$ cat src/rtl/calc_param_if.sv
// rtl/calc_param_if.sv - keypad command and display bus for calc_param
interface calc_param_if #(
  parameter int POS_W = 3
) ();
  logic [3:0]       cmd;
  logic             cmd_valid;
  logic [1:0]       status;
  logic [3:0]       data;
  logic [POS_W-1:0] pos;
  logic             data_valid;

  modport master (
    output cmd, cmd_valid,
    input  status, data, pos, data_valid
  );

  modport slave (
    input  cmd, cmd_valid,
    output status, data, pos, data_valid
  );
endinterface

$ cat src/rtl/calc_param.sv
// rtl/calc_param.sv - decimal four-function calculator core with serial digit display
module calc_param #(
  parameter int DIGITS = 8,
  parameter int VAL_W  = 27,
  parameter int POS_W  = 3
) (
  input logic         clock,
  input logic         reset,
  calc_param_if.slave bus
);

  localparam int PW    = 2 * VAL_W;
  localparam int CNT_W = $clog2(VAL_W + 1);
  localparam logic [VAL_W-1:0] MAX_VAL   = VAL_W'(10**DIGITS - 1);
  localparam logic [VAL_W-1:0] TOP_DIGIT = VAL_W'(10**(DIGITS-1));
  localparam logic [VAL_W-1:0] TEN       = VAL_W'(10);

  localparam logic [3:0] K_ADD   = 4'd10;
  localparam logic [3:0] K_SUB   = 4'd11;
  localparam logic [3:0] K_MUL   = 4'd12;
  localparam logic [3:0] K_CLEAR = 4'd13;
  localparam logic [3:0] K_EQ    = 4'd14;
  localparam logic [3:0] K_BACK  = 4'd15;

  typedef enum logic [2:0] {S_ENTRY_A, S_ENTRY_B, S_MUL, S_PRINT, S_ERROR} state_t;

  state_t           state, state_n, ret, ret_n;
  logic [VAL_W-1:0] a, a_n, entry, entry_n, pval, pval_n, mplier, mplier_n;
  logic [3:0]       op, op_n;
  logic             chained, chained_n;
  logic [POS_W-1:0] pcnt, pcnt_n;
  logic [PW-1:0]    prod, prod_n, mcand, mcand_n;
  logic [CNT_W-1:0] mcnt, mcnt_n;
  logic [VAL_W:0]   sum;
  logic             go_print, clear_all;

  // State register plus the state to resume after a print burst
  always_ff @(posedge clock or negedge reset) begin
    if (!reset) begin
      state <= S_ENTRY_A;
      ret   <= S_ENTRY_A;
    end else begin
      state <= state_n;
      ret   <= ret_n;
    end
  end

  // Operand, accumulator and print registers
  always_ff @(posedge clock or negedge reset) begin
    if (!reset) begin
      a       <= '0;
      entry   <= '0;
      op      <= '0;
      chained <= 1'b0;
      pval    <= '0;
      pcnt    <= '0;
      prod    <= '0;
      mcand   <= '0;
      mplier  <= '0;
      mcnt    <= '0;
    end else begin
      a       <= a_n;
      entry   <= entry_n;
      op      <= op_n;
      chained <= chained_n;
      pval    <= pval_n;
      pcnt    <= pcnt_n;
      prod    <= prod_n;
      mcand   <= mcand_n;
      mplier  <= mplier_n;
      mcnt    <= mcnt_n;
    end
  end

  // Key decode, arithmetic and next-state selection
  always_comb begin
    state_n   = state;
    ret_n     = ret;
    a_n       = a;
    entry_n   = entry;
    op_n      = op;
    chained_n = chained;
    pval_n    = pval;
    pcnt_n    = pcnt;
    prod_n    = prod;
    mcand_n   = mcand;
    mplier_n  = mplier;
    mcnt_n    = mcnt;
    go_print  = 1'b0;
    clear_all = 1'b0;
    sum       = {1'b0, a} + {1'b0, entry};

    case (state)
      S_ENTRY_A, S_ENTRY_B: begin
        if (bus.cmd_valid) begin
          if (bus.cmd <= 4'd9) begin
            // A digit after a result starts a fresh number instead of appending
            if (chained) begin
              entry_n   = VAL_W'(bus.cmd);
              chained_n = 1'b0;
            end else if (entry < TOP_DIGIT) begin
              entry_n = entry * TEN + VAL_W'(bus.cmd);
            end
            go_print = 1'b1;
            ret_n    = state;
          end else begin
            case (bus.cmd)
              K_ADD, K_SUB, K_MUL: begin
                if (state == S_ENTRY_A) begin
                  a_n       = entry;
                  entry_n   = '0;
                  chained_n = 1'b0;
                end
                op_n     = bus.cmd;
                go_print = 1'b1;
                ret_n    = S_ENTRY_B;
              end
              K_CLEAR: begin
                clear_all = 1'b1;
                go_print  = 1'b1;
                ret_n     = S_ENTRY_A;
              end
              K_BACK: begin
                entry_n   = entry / TEN;
                chained_n = 1'b0;
                go_print  = 1'b1;
                ret_n     = state;
              end
              K_EQ: begin
                if (state == S_ENTRY_B) begin
                  ret_n = S_ENTRY_A;
                  if (op == K_MUL) begin
                    mcand_n  = PW'(a);
                    mplier_n = entry;
                    prod_n   = '0;
                    mcnt_n   = '0;
                    state_n  = S_MUL;
                  end else if (op == K_ADD) begin
                    if (sum > {1'b0, MAX_VAL}) begin
                      state_n = S_ERROR;
                    end else begin
                      entry_n   = sum[VAL_W-1:0];
                      chained_n = 1'b1;
                      go_print  = 1'b1;
                    end
                  end else begin
                    if (a < entry) begin
                      state_n = S_ERROR;
                    end else begin
                      entry_n   = a - entry;
                      chained_n = 1'b1;
                      go_print  = 1'b1;
                    end
                  end
                end
              end
              default: ;
            endcase
          end
        end
      end
      S_MUL: begin
        // One multiplier bit per cycle; product is kept double width so overflow is exact
        prod_n   = prod + (mplier[0] ? mcand : '0);
        mcand_n  = mcand << 1;
        mplier_n = mplier >> 1;
        mcnt_n   = mcnt + CNT_W'(1);
        if (mcnt == CNT_W'(VAL_W - 1)) begin
          if (prod_n > PW'(MAX_VAL)) begin
            state_n = S_ERROR;
          end else begin
            entry_n   = prod_n[VAL_W-1:0];
            chained_n = 1'b1;
            go_print  = 1'b1;
          end
        end
      end
      S_PRINT: begin
        pval_n = pval / TEN;
        pcnt_n = pcnt + POS_W'(1);
        if (pcnt == POS_W'(DIGITS - 1)) begin
          pcnt_n  = '0;
          state_n = ret;
        end
      end
      S_ERROR: begin
        if (bus.cmd_valid && bus.cmd == K_CLEAR) begin
          clear_all = 1'b1;
          go_print  = 1'b1;
          ret_n     = S_ENTRY_A;
        end
      end
      default: state_n = S_ENTRY_A;
    endcase

    if (clear_all) begin
      a_n       = '0;
      entry_n   = '0;
      op_n      = '0;
      chained_n = 1'b0;
    end

    if (go_print) begin
      state_n = S_PRINT;
      pval_n  = entry_n;
      pcnt_n  = '0;
    end
  end

  // Status and display outputs decoded from the current state
  always_comb begin
    bus.status     = 2'b10;
    bus.data       = 4'd0;
    bus.pos        = '0;
    bus.data_valid = 1'b0;
    case (state)
      S_MUL:   bus.status = 2'b01;
      S_ERROR: bus.status = 2'b00;
      S_PRINT: begin
        bus.status     = 2'b11;
        bus.data_valid = 1'b1;
        bus.pos        = pcnt;
        bus.data       = 4'(pval % TEN);
      end
      default: bus.status = 2'b10;
    endcase
  end

endmodule
$ cat src/flat_wrapper.sv
// flat-port wrapper written by rule: the top's interface ports become plain ports
module calc_param_flat 
#(
  parameter int DIGITS = 8,
  parameter int VAL_W  = 27,
  parameter int POS_W  = 3
)
  (clock, reset, bus_cmd, bus_cmd_valid, bus_status, bus_data, bus_pos, bus_data_valid);
  calc_param_if #(.POS_W(POS_W)) bus_i ();
  input logic clock;
  input logic reset;
  input wire logic [$bits(bus_i.cmd)-1:0] bus_cmd;
  input wire logic [$bits(bus_i.cmd_valid)-1:0] bus_cmd_valid;
  output wire logic [$bits(bus_i.status)-1:0] bus_status;
  output wire logic [$bits(bus_i.data)-1:0] bus_data;
  output wire logic [$bits(bus_i.pos)-1:0] bus_pos;
  output wire logic [$bits(bus_i.data_valid)-1:0] bus_data_valid;
  assign bus_i.cmd = bus_cmd;
  assign bus_i.cmd_valid = bus_cmd_valid;
  assign bus_status = bus_i.status;
  assign bus_data = bus_i.data;
  assign bus_pos = bus_i.pos;
  assign bus_data_valid = bus_i.data_valid;
  calc_param #(.DIGITS(DIGITS), .VAL_W(VAL_W), .POS_W(POS_W)) u_core (.clock(clock), .reset(reset), .bus(bus_i));
endmodule
$ cat config.mk
export PLATFORM = sky130hd
export DESIGN_NAME = calc_param_flat
export DESIGN_NICKNAME = d
export VERILOG_FILES = /design/src/rtl/calc_param_if.sv /design/src/rtl/calc_param.sv /design/src/flat_wrapper.sv
export SDC_FILE = /design/constraint.sdc
export NUM_CORES = 1
export LEC_CHECK = 0
export ABC_AREA = 1
export CAP_MARGIN = 15
export CORE_ASPECT_RATIO = 1.4
export CORE_MARGIN = 5
export CORE_UTILIZATION = 45
export CTS_BUF_LIST = sky130_fd_sc_hd__clkbuf_8
export CTS_CLUSTER_SIZE = 40
export DETAILED_ROUTE_END_ITERATION = 10
export REMOVE_ABC_BUFFERS = 1
export SLEW_MARGIN = 10
export SYNTH_ARGS = -nofsm -noshare
export SYNTH_HDL_FRONTEND = slang
export SYNTH_SLANG_ARGS = --single-unit
$ cat constraint.sdc
create_clock -name clock -period 27.9 [get_ports clock]
set_input_delay 8.37 -clock clock [delete_from_list [all_inputs] [get_ports clock]]
set_output_delay 8.37 -clock clock [all_outputs]
set_load 0.01 [all_outputs]
# [Word-level counts from Yosys, hierarchy flattened]
# Cells that the tools add are included.
# Widths: inputs -> output; s select.
[word_totals] register_bits=235 in_bits=7 out_inout_bits=10 elab_cells=196
[classes] add_sub_neg=6 mul=1 n_div=3 n_lt_le_gt_ge=5 n_eq_ne=42 muxes=108 reduce_logical=19
[ops] op="$mux 27" n=26
[ops] op="$mux 54" n=11
[ops] op="$pmux 54 s2" n=2
[ops] op="$pmux 27 s2" n=2
[ops] op="$pmux 27 s3" n=1
[ops] op="$mux 3" n=20
[ops] op="$add 54x54->54" n=1
[ops] op="$div 27x4->27 const B" n=2
[ops] op="$gt 54x27->1 const B" n=1
[ops] op="$eq 4x4->1 const B" n=8
[ops] op="$add 27x27->28" n=1
[ops] op="$gt 28x27->1 const B" n=1
[ops] op="$add 27x4->27" n=1
[ops] op="$lt 27x24->1 const B" n=1
[ops] op="$lt 27x27->1" n=1
[ops] op="$mod 27x4->27 const B" n=1
[ops] op="$mul 27x3->26 const B" n=1
[ops] op="$sub 27x27->27" n=1
[ops] op="$mux 1" n=25
[ops] op="$mux 5" n=5
[ops] op="$mux 4" n=6
[ops] op="$pmux 3 s4" n=2
[ops] op="$reduce_and 10->1" n=2
[ops] op="$ne 3x1->1 const B" n=6
[ops] op="31 further kinds" n=56

# [Longest topological paths before layout]
# Gate-level depths: netlist of the first run.
[logic_depth] word_depth=12 mapped_depth=118

# [Worst setup path after synthesis of the first run]
# OpenSTA, ideal clock, no wires.
[synth_path] path_kind="reg2out" from="register u_core.pval[26]" to="output bus_data[3]" arrival_time_ns=8.010 t_required_ns=19.530 setup_slack_ns=11.520 path_stages_with_launch=110 cell_sequence="dfrtp_1 -> inv_2 -> a21oi_2 -> nand2_1 -> nand3_2 -> nand2_2 -> nand2_2 -> o21ai_1 -> nand2_2 -> inv_1 -> nand2_2 -> nand2_2 -> nand2_1 -> nand2_2 -> nand2_4 -> nand2_4 -> nand2_2 -> nand2_2 -> (+74 left out) -> nand2_4 -> nand2_1 -> nand3_2 -> nand2_2 -> nand2_2 -> nand2_2 -> nand2_2 -> inv_2 -> nand2_2 -> nand2_2 -> nand2_1 -> and2_1 -> ha_1 -> inv_1 -> nand3_2 -> nand3_2 -> nand2_1 -> a21oi_1"
[synth_between] elab_chain_len=2
[synth_rtl] element="start, declared" line="calc_param.sv:28" text="logic [VAL_W-1:0] a, a_n, entry, entry_n, pval, pval_n, mplier, mplier_n;"
[synth_rtl] element="start signal, assigned" line="calc_param.sv:66" text="pval <= pval_n;"
[synth_rtl] element="$mod 27x4->27" line="calc_param.sv:223" text="bus.data = 4'(pval % TEN);"
[synth_rtl] element="$mux 4" line="calc_param.sv:216" text="case (state)"
[synth_rtl] element="end, declared" line="flat_wrapper.sv:15" text="output wire logic [$bits(bus_i.data)-1:0] bus_data;"
# Every way passes these cells.

# [Worst setup path after layout of the first run]
# Same ends and word-level chain as after synthesis.

==> impl_metrics.tcl, run 1 <==
set metrics [dict create \
    path_class "flip-flop to output pin" \
    grt-ovfl-total 0 \
    n_fill_cell 5227 \
    ios 17 \
    gp_congestion 0.960 \
    core_mm2 0.0510 \
    clk_pin_slew_ps 60 \
    synth-seq-area-share 0.254 \
    dieArea_mm2 0.0561 \
    h-tree-depth 2 \
    routed_via_density 5.78 \
    synth_commonest_cells "nand2_1, inv_1, nand3_1" \
    grt.total_usage 0.260 \
    synth.distinct_cells 73 \
    outcome "finished, final reports clean" \
    worst-path-max-fanout 5 \
    relSlewSlack 0.115 \
    synth-edff-count 0 \
    post-route-drc-count 0 \
    clock_latency_ps 640 \
    ys.flop_type "dfrtp_1" \
    syn_avg_cell_area_um2 7.14 \
    rows 98 \
    detail-route-antenna-nets 0 \
    worst_setup_path_start_kind "flip-flop" \
    slowest_delay_ps 560 \
    min_path_type "flip-flop to flip-flop" \
    grt_pass1_vias 22901 \
    drive_above_1_share 0.129 \
    yosysMostFrequentCell "nand2_1" \
    drtIter0Drc 1348 \
    report.final.setup_viol 0 \
    ys_warn_count 0 \
    cpMaxStageDelayCell "clkdlybuf4s50_1" \
    numCtsBuffers 42 \
    yosysTopAreaCellShare 0.254 \
    clock_sinks 235 \
    critPathCaptureType "output pin" \
    async_flop_share 1.00 \
    netlist.top_cell.by_area "dfrtp_1" \
    io_buffers 16 \
    worst_ep_required_time_ps 19530 \
    cts-root-buf "clkbuf_8" \
    fin_util 0.482 \
    crit_arrival_ps 10260 \
    start_util 0.453 \
    wl_mm 74.7 \
    synthTopCellsByArea "dfrtp_1, nand2_1, ha_1, inv_1, nand3_1" \
    hpwl_mm 57.2 \
    area_growth_pct 6.40 \
    crit_top_cell "nand2_2" \
    fin_skew_ps 44.0 \
    grt_start_max_net_pins 103 \
    clockBufferDepth 3 \
    cts_setup_buffers 0 \
    slew_viol_final 0 \
    nets 3393 \
    hold_violations 0 \
    rsz0062_at_grt "no" \
    grt_pass1_wl_mm 119 \
    synthCells 3238 \
    cap_violations 0 \
    antenna_found_initial 1 \
    num_vias 22548 \
    post-route-period-util 0.668 \
    die_y_um 278 \
    finalSetupTns_ps 0 \
    wl_per_cell_um 19.1 \
    fmax_mhz 53.7 \
    cts_tree "yes" \
    hold_buffers 0 \
    worst_pin_slew_ps 1310 \
    yosys_register_bits 235 \
    finalCriticalPeriod_ps 18630 \
    die_w_um 202 \
    synth_area_mm2 0.0231 \
    dr.pass1.iters 6 \
    ctsResizeCount 0 \
]
layout by cell type (no fill, tap or decap), types with 23 or more instances in the layout:
cell / netlist / layout
a22o_1: 24 / 24
inv_1: 393 / 404
a221oi_1: 34 / 34
buf_4: 2 / 42
o221ai_1: 33 / 33
xor2_1: 113 / 113
o21ai_0: 200 / 200
nand2_2: 151 / 151
clkbuf_8: 24 / 46
o211ai_1: 48 / 48
nand2_1: 568 / 568
a22oi_1: 69 / 69
dfrtp_1: 235 / 234
nand3_2: 39 / 39
nand3_1: 250 / 249
a21oi_1: 210 / 210
nand4_1: 32 / 32
nor2_1: 179 / 178
xnor2_1: 25 / 25
ha_1: 160 / 160
o22ai_1: 49 / 49
clkinv_1: 24 / 23
inv_2: 56 / 57
path summary, 6_finish.rpt:
path                             startpoint                 to  slack [ps]  cells past startpoint
hold / removal             u_core.mcand[53]   u_core.mcand[53]         480                      2
setup reg to reg           u_core.mplier[0]     u_core.pval[0]       16230                     60
min in group asynchronous             reset  u_core.mplier[18]        7810                      1
setup / recovery            u_core.pval[26]        bus_data[3]        9270                    103
max in group asynchronous             reset   u_core.mplier[0]       17740                      3
hold reg to reg            u_core.mcand[53]   u_core.mcand[53]         480                      2
sequential cells by signal, summed over array words and instances, names as in the netlist, 4 cells and up:
| register | cells |
|---|---|
| u_core.mcand | 54 |
| u_core.a | 27 |
| u_core.entry | 27 |
| u_core.prod | 54 |
| u_core.pval | 27 |
| u_core.op | 4 |
| u_core.mplier | 27 |
| u_core.mcnt | 5 |
worst max-delay path: cells and delay by family (launching register included):
family | cells | cell delay [ps]
fa+ha+maj | 1 | 180
flops | 1 | 420
buf+inv | 14 | 1410
simple gates | 85 | 7260
compound gates | 3 | 360
layout make-up:
type | instances | area (µm²) | area share
Antenna cell | 1 | 2.50 | 0.000102
Clock buffer | 46 | 633 | 0.0257
Clock inverter | 29 | 285 | 0.0116
Inverter | 478 | 1810 | 0.0735
Multi-Input combinational cell | 2406 | 14700 | 0.598
Sequential cell | 235 | 5880 | 0.239
Tap cell | 650 | 813 | 0.0330
Timing Repair Buffer | 58 | 480 | 0.0195
logic make-up (layout without fill, tap and decap cells):
family / Yosys count / after routing / share of synthesized area
adder cells (fa/ha/maj): 165 / 165 / 0.0909
other: 0 / 1 / 0
buffers and inverters: 597 / 611 / 0.111
flip-flops: 235 / 235 / 0.254
AND/OR/NAND/NOR: 1299 / 1299 / 0.268
AO/OA/AOI/OAI: 801 / 801 / 0.220
XOR/XNOR: 141 / 141 / 0.0552
per-layer routing:
| metal | GRT usage | routed length, µm | vias up |
|---|---|---|---|
| met3 | 0.0283 | 3200 | 203 |
| met1 | 0.301 | 30100 | 10718 |
| met2 | 0.476 | 37200 | 627 |
| met4 | 0.129 | 4200 | 0 |
| li1 | - | - | 11000 |
| met5 | 0 | 0 | - |
through the flow:
step	hold WS [ps]	cell area, µm²	setup slack (ps)	cells
final	484	24600	9270	3903
after global routing	513	24600	7950	3903
after CTS	488	24600	9300	3902
after detailed placement	473	23700	10020	3827
after global placement	472	23700	10530	3827
after floorplan	453	22400	11520	3119
Power of run 1 is not shown: default switching activity piles up to over one toggle a cycle in this logic, so the estimate is an artifact.
==> run 2: changes to the inputs <==
==> constraint.sdc (replaced) <==
create_clock -name clock -period 19.55 [get_ports clock]
set_input_delay 5.865 -clock clock [delete_from_list [all_inputs] [get_ports clock]]
set_output_delay 5.865 -clock clock [all_outputs]
set_load 0.01 [all_outputs]
==> run 2 against run 1 <==
Critical endpoint unchanged. Via count is the same. Cell count did not move. Setup slack got worse by 5800 ps. Sequential share of layout area barely moved. Wire length fell by 0.50%. Sequential cell count unchanged. Clock skew shrank 10 ps. Highest routed layer unchanged. Critical path depth grew 6. Non-clock buffer count is 3 higher. Register-to-register slack worse by 8000 ps.
==> impl_metrics.tcl, run 2 (synthesis gave the netlist of run 1 again) <==
set metrics [dict create \
    outcome "finished, final reports clean" \
    io_buffers 16 \
    area_growth_pct 6.29 \
    detail-route-antenna-nets 0 \
    whs_ps 491 \
    worst_pin_slew_ps 1090 \
    seq_area_mm2 0.00588 \
    post-route-drc-count 0 \
    hold_violations 0 \
    fin_skew_ps 33.9 \
    hpwl_mm 56.7 \
    r2r_slack_ps 8240 \
    wl_mm 74.3 \
    dieArea_mm2 0.0561 \
    top_regs "u_core.mcand (54), u_core.prod (54)" \
    rr_endpoint "u_core.pval[0]" \
    routed_via_density 5.78 \
    worst_setup_path_start_kind "flip-flop" \
    core_mm2 0.0510 \
    cts-root-buf "clkbuf_8" \
    grt-ovfl-total 0 \
    crit_arrival_ps 10210 \
    post-route-period-util 0.822 \
    worst_ep_required_time_ps 13680 \
    grt_start_max_net_pins 140 \
    r2r-start "u_core.mplier[0]" \
    nets 3395 \
    hp-start "u_core.mcand[53]" \
    worst-path-max-fanout 5 \
    cts_tree "yes" \
    num_vias 22548 \
    rsz0062_at_grt "no" \
    pre_cts_slack_ps 4160 \
    n_fill_cell 5186 \
    path_class "flip-flop to output pin" \
    h-tree-depth 2 \
    grt_pass1_wl_mm 119 \
    finalSetupTns_ps 0 \
    cts_setup_buffers 0 \
    grt_pass1_vias 22682 \
    gp_congestion 0.949 \
    rows 98 \
    critPathCaptureType "output pin" \
    cap_violations 0 \
    drtIter0Drc 1347 \
    die_w_um 202 \
    clock_sinks 235 \
    r2r_cells 60 \
    finalCriticalPeriod_ps 16070 \
    crit_top_cell "nand2_2" \
    clk_pin_slew_ps 80 \
    ios 17 \
    start_util 0.453 \
    numCtsBuffers 41 \
    slew_viol_final 0 \
    slowest_delay_ps 550 \
    cpMaxStageDelayCell "clkdlybuf4s50_1" \
    met3_usage 0.0304 \
    fin_ws_ps 3480 \
    final_cell_mix "nand2_1, inv_1, nand3_1" \
    wl_per_cell_um 19.0 \
    grt.total_usage 0.258 \
    antenna_found_initial 2 \
    met1_usage 0.301 \
    ctsResizeCount 0 \
    final_common_cell "nand2_1" \
    report.final.setup_viol 0 \
    holdPathEnd "u_core.mcand[53]" \
    fmax_mhz 62.2 \
    die_y_um 278 \
    hold_buffers 0 \
    busiest_layer "met2" \
    hold_depth 2 \
    relSlewSlack 0.264 \
    dr.pass1.iters 6 \
    clock_latency_ps 600 \
    drive_above_1_share 0.129 \
    min_path_type "flip-flop to flip-flop" \
    grt_use_met2 0.468 \
    multi_input_area_mm2 0.0147 \
    clockBufferDepth 3 \
]
-- run 2: changes by cell type in the layout (fill, tap and decap cells not counted), moves of 2 or more --
cell,before,now
buf_4,42,44
bufinv_16,5,3
clkbuf_8,46,49
clkinv_2,8,6
clkinvlp_4,3,0
inv_1,404,406
-- run 2: how the worst max path moves through the flow --
| stage | slack (ps) | depth (start not counted) | startpoint | to |
|---|---|---|---|---|
| 6_report | 3480 | 109 | u_core.pval[26] | bus_data[3] |
| 5_1_grt | 2230 | 103 | u_core.pval[26] | bus_data[3] |
| 4_1_cts | 3490 | 105 | u_core.pval[26] | bus_data[3] |
| 3_5_place_dp | 4160 | 105 | u_core.pval[26] | bus_data[3] |
| 3_3_place_gp | 4690 | 112 | u_core.pval[26] | bus_data[3] |
| 2_1_floorplan | 5670 | 111 | u_core.pval[26] | bus_data[1] |
-- run 2: per-stage QoR --
step / cells / cell area, µm² / utilization
3_3_place_gp: 3830 / 23700 / 0.465
5_1_grt: 3903 / 24600 / 0.482
4_1_cts: 3902 / 24600 / 0.482
6_report: 3903 / 24600 / 0.482
2_1_floorplan: 3119 / 22400 / -
3_5_place_dp: 3830 / 23700 / 0.465
-- run 2: worst max-delay path: cells and delay by family (launching register included) --
kind                       cells  cell delay (ps)
and+or+nand+nor               90             7240
AOI/OAI and AO/OA              3              320
DFF                            1              410
adders and majority gates      1              180
buffers and inverters         15             1430
-- run 2: routing by layer --
layer  share of wire  routed length [µm]  vias to the layer above
met1            0.40               29900                    10729
li1                -                   -                    10999
met2            0.50               37000                      616
met4           0.054                3980                        0
met3           0.046                3440                      204
met5               0                   0                        -
-- run 2: cell type report --
class / instances / area share
Clock inverter: 23 / 0.00748
Sequential cell: 235 / 0.239
Clock buffer: 49 / 0.0274
Antenna cell: 1 / 0.000102
Tap cell: 650 / 0.0331
Multi-Input combinational cell: 2406 / 0.598
Inverter: 478 / 0.0735
Timing Repair Buffer: 61 / 0.0210
Power of run 2 is left out for the same reason.
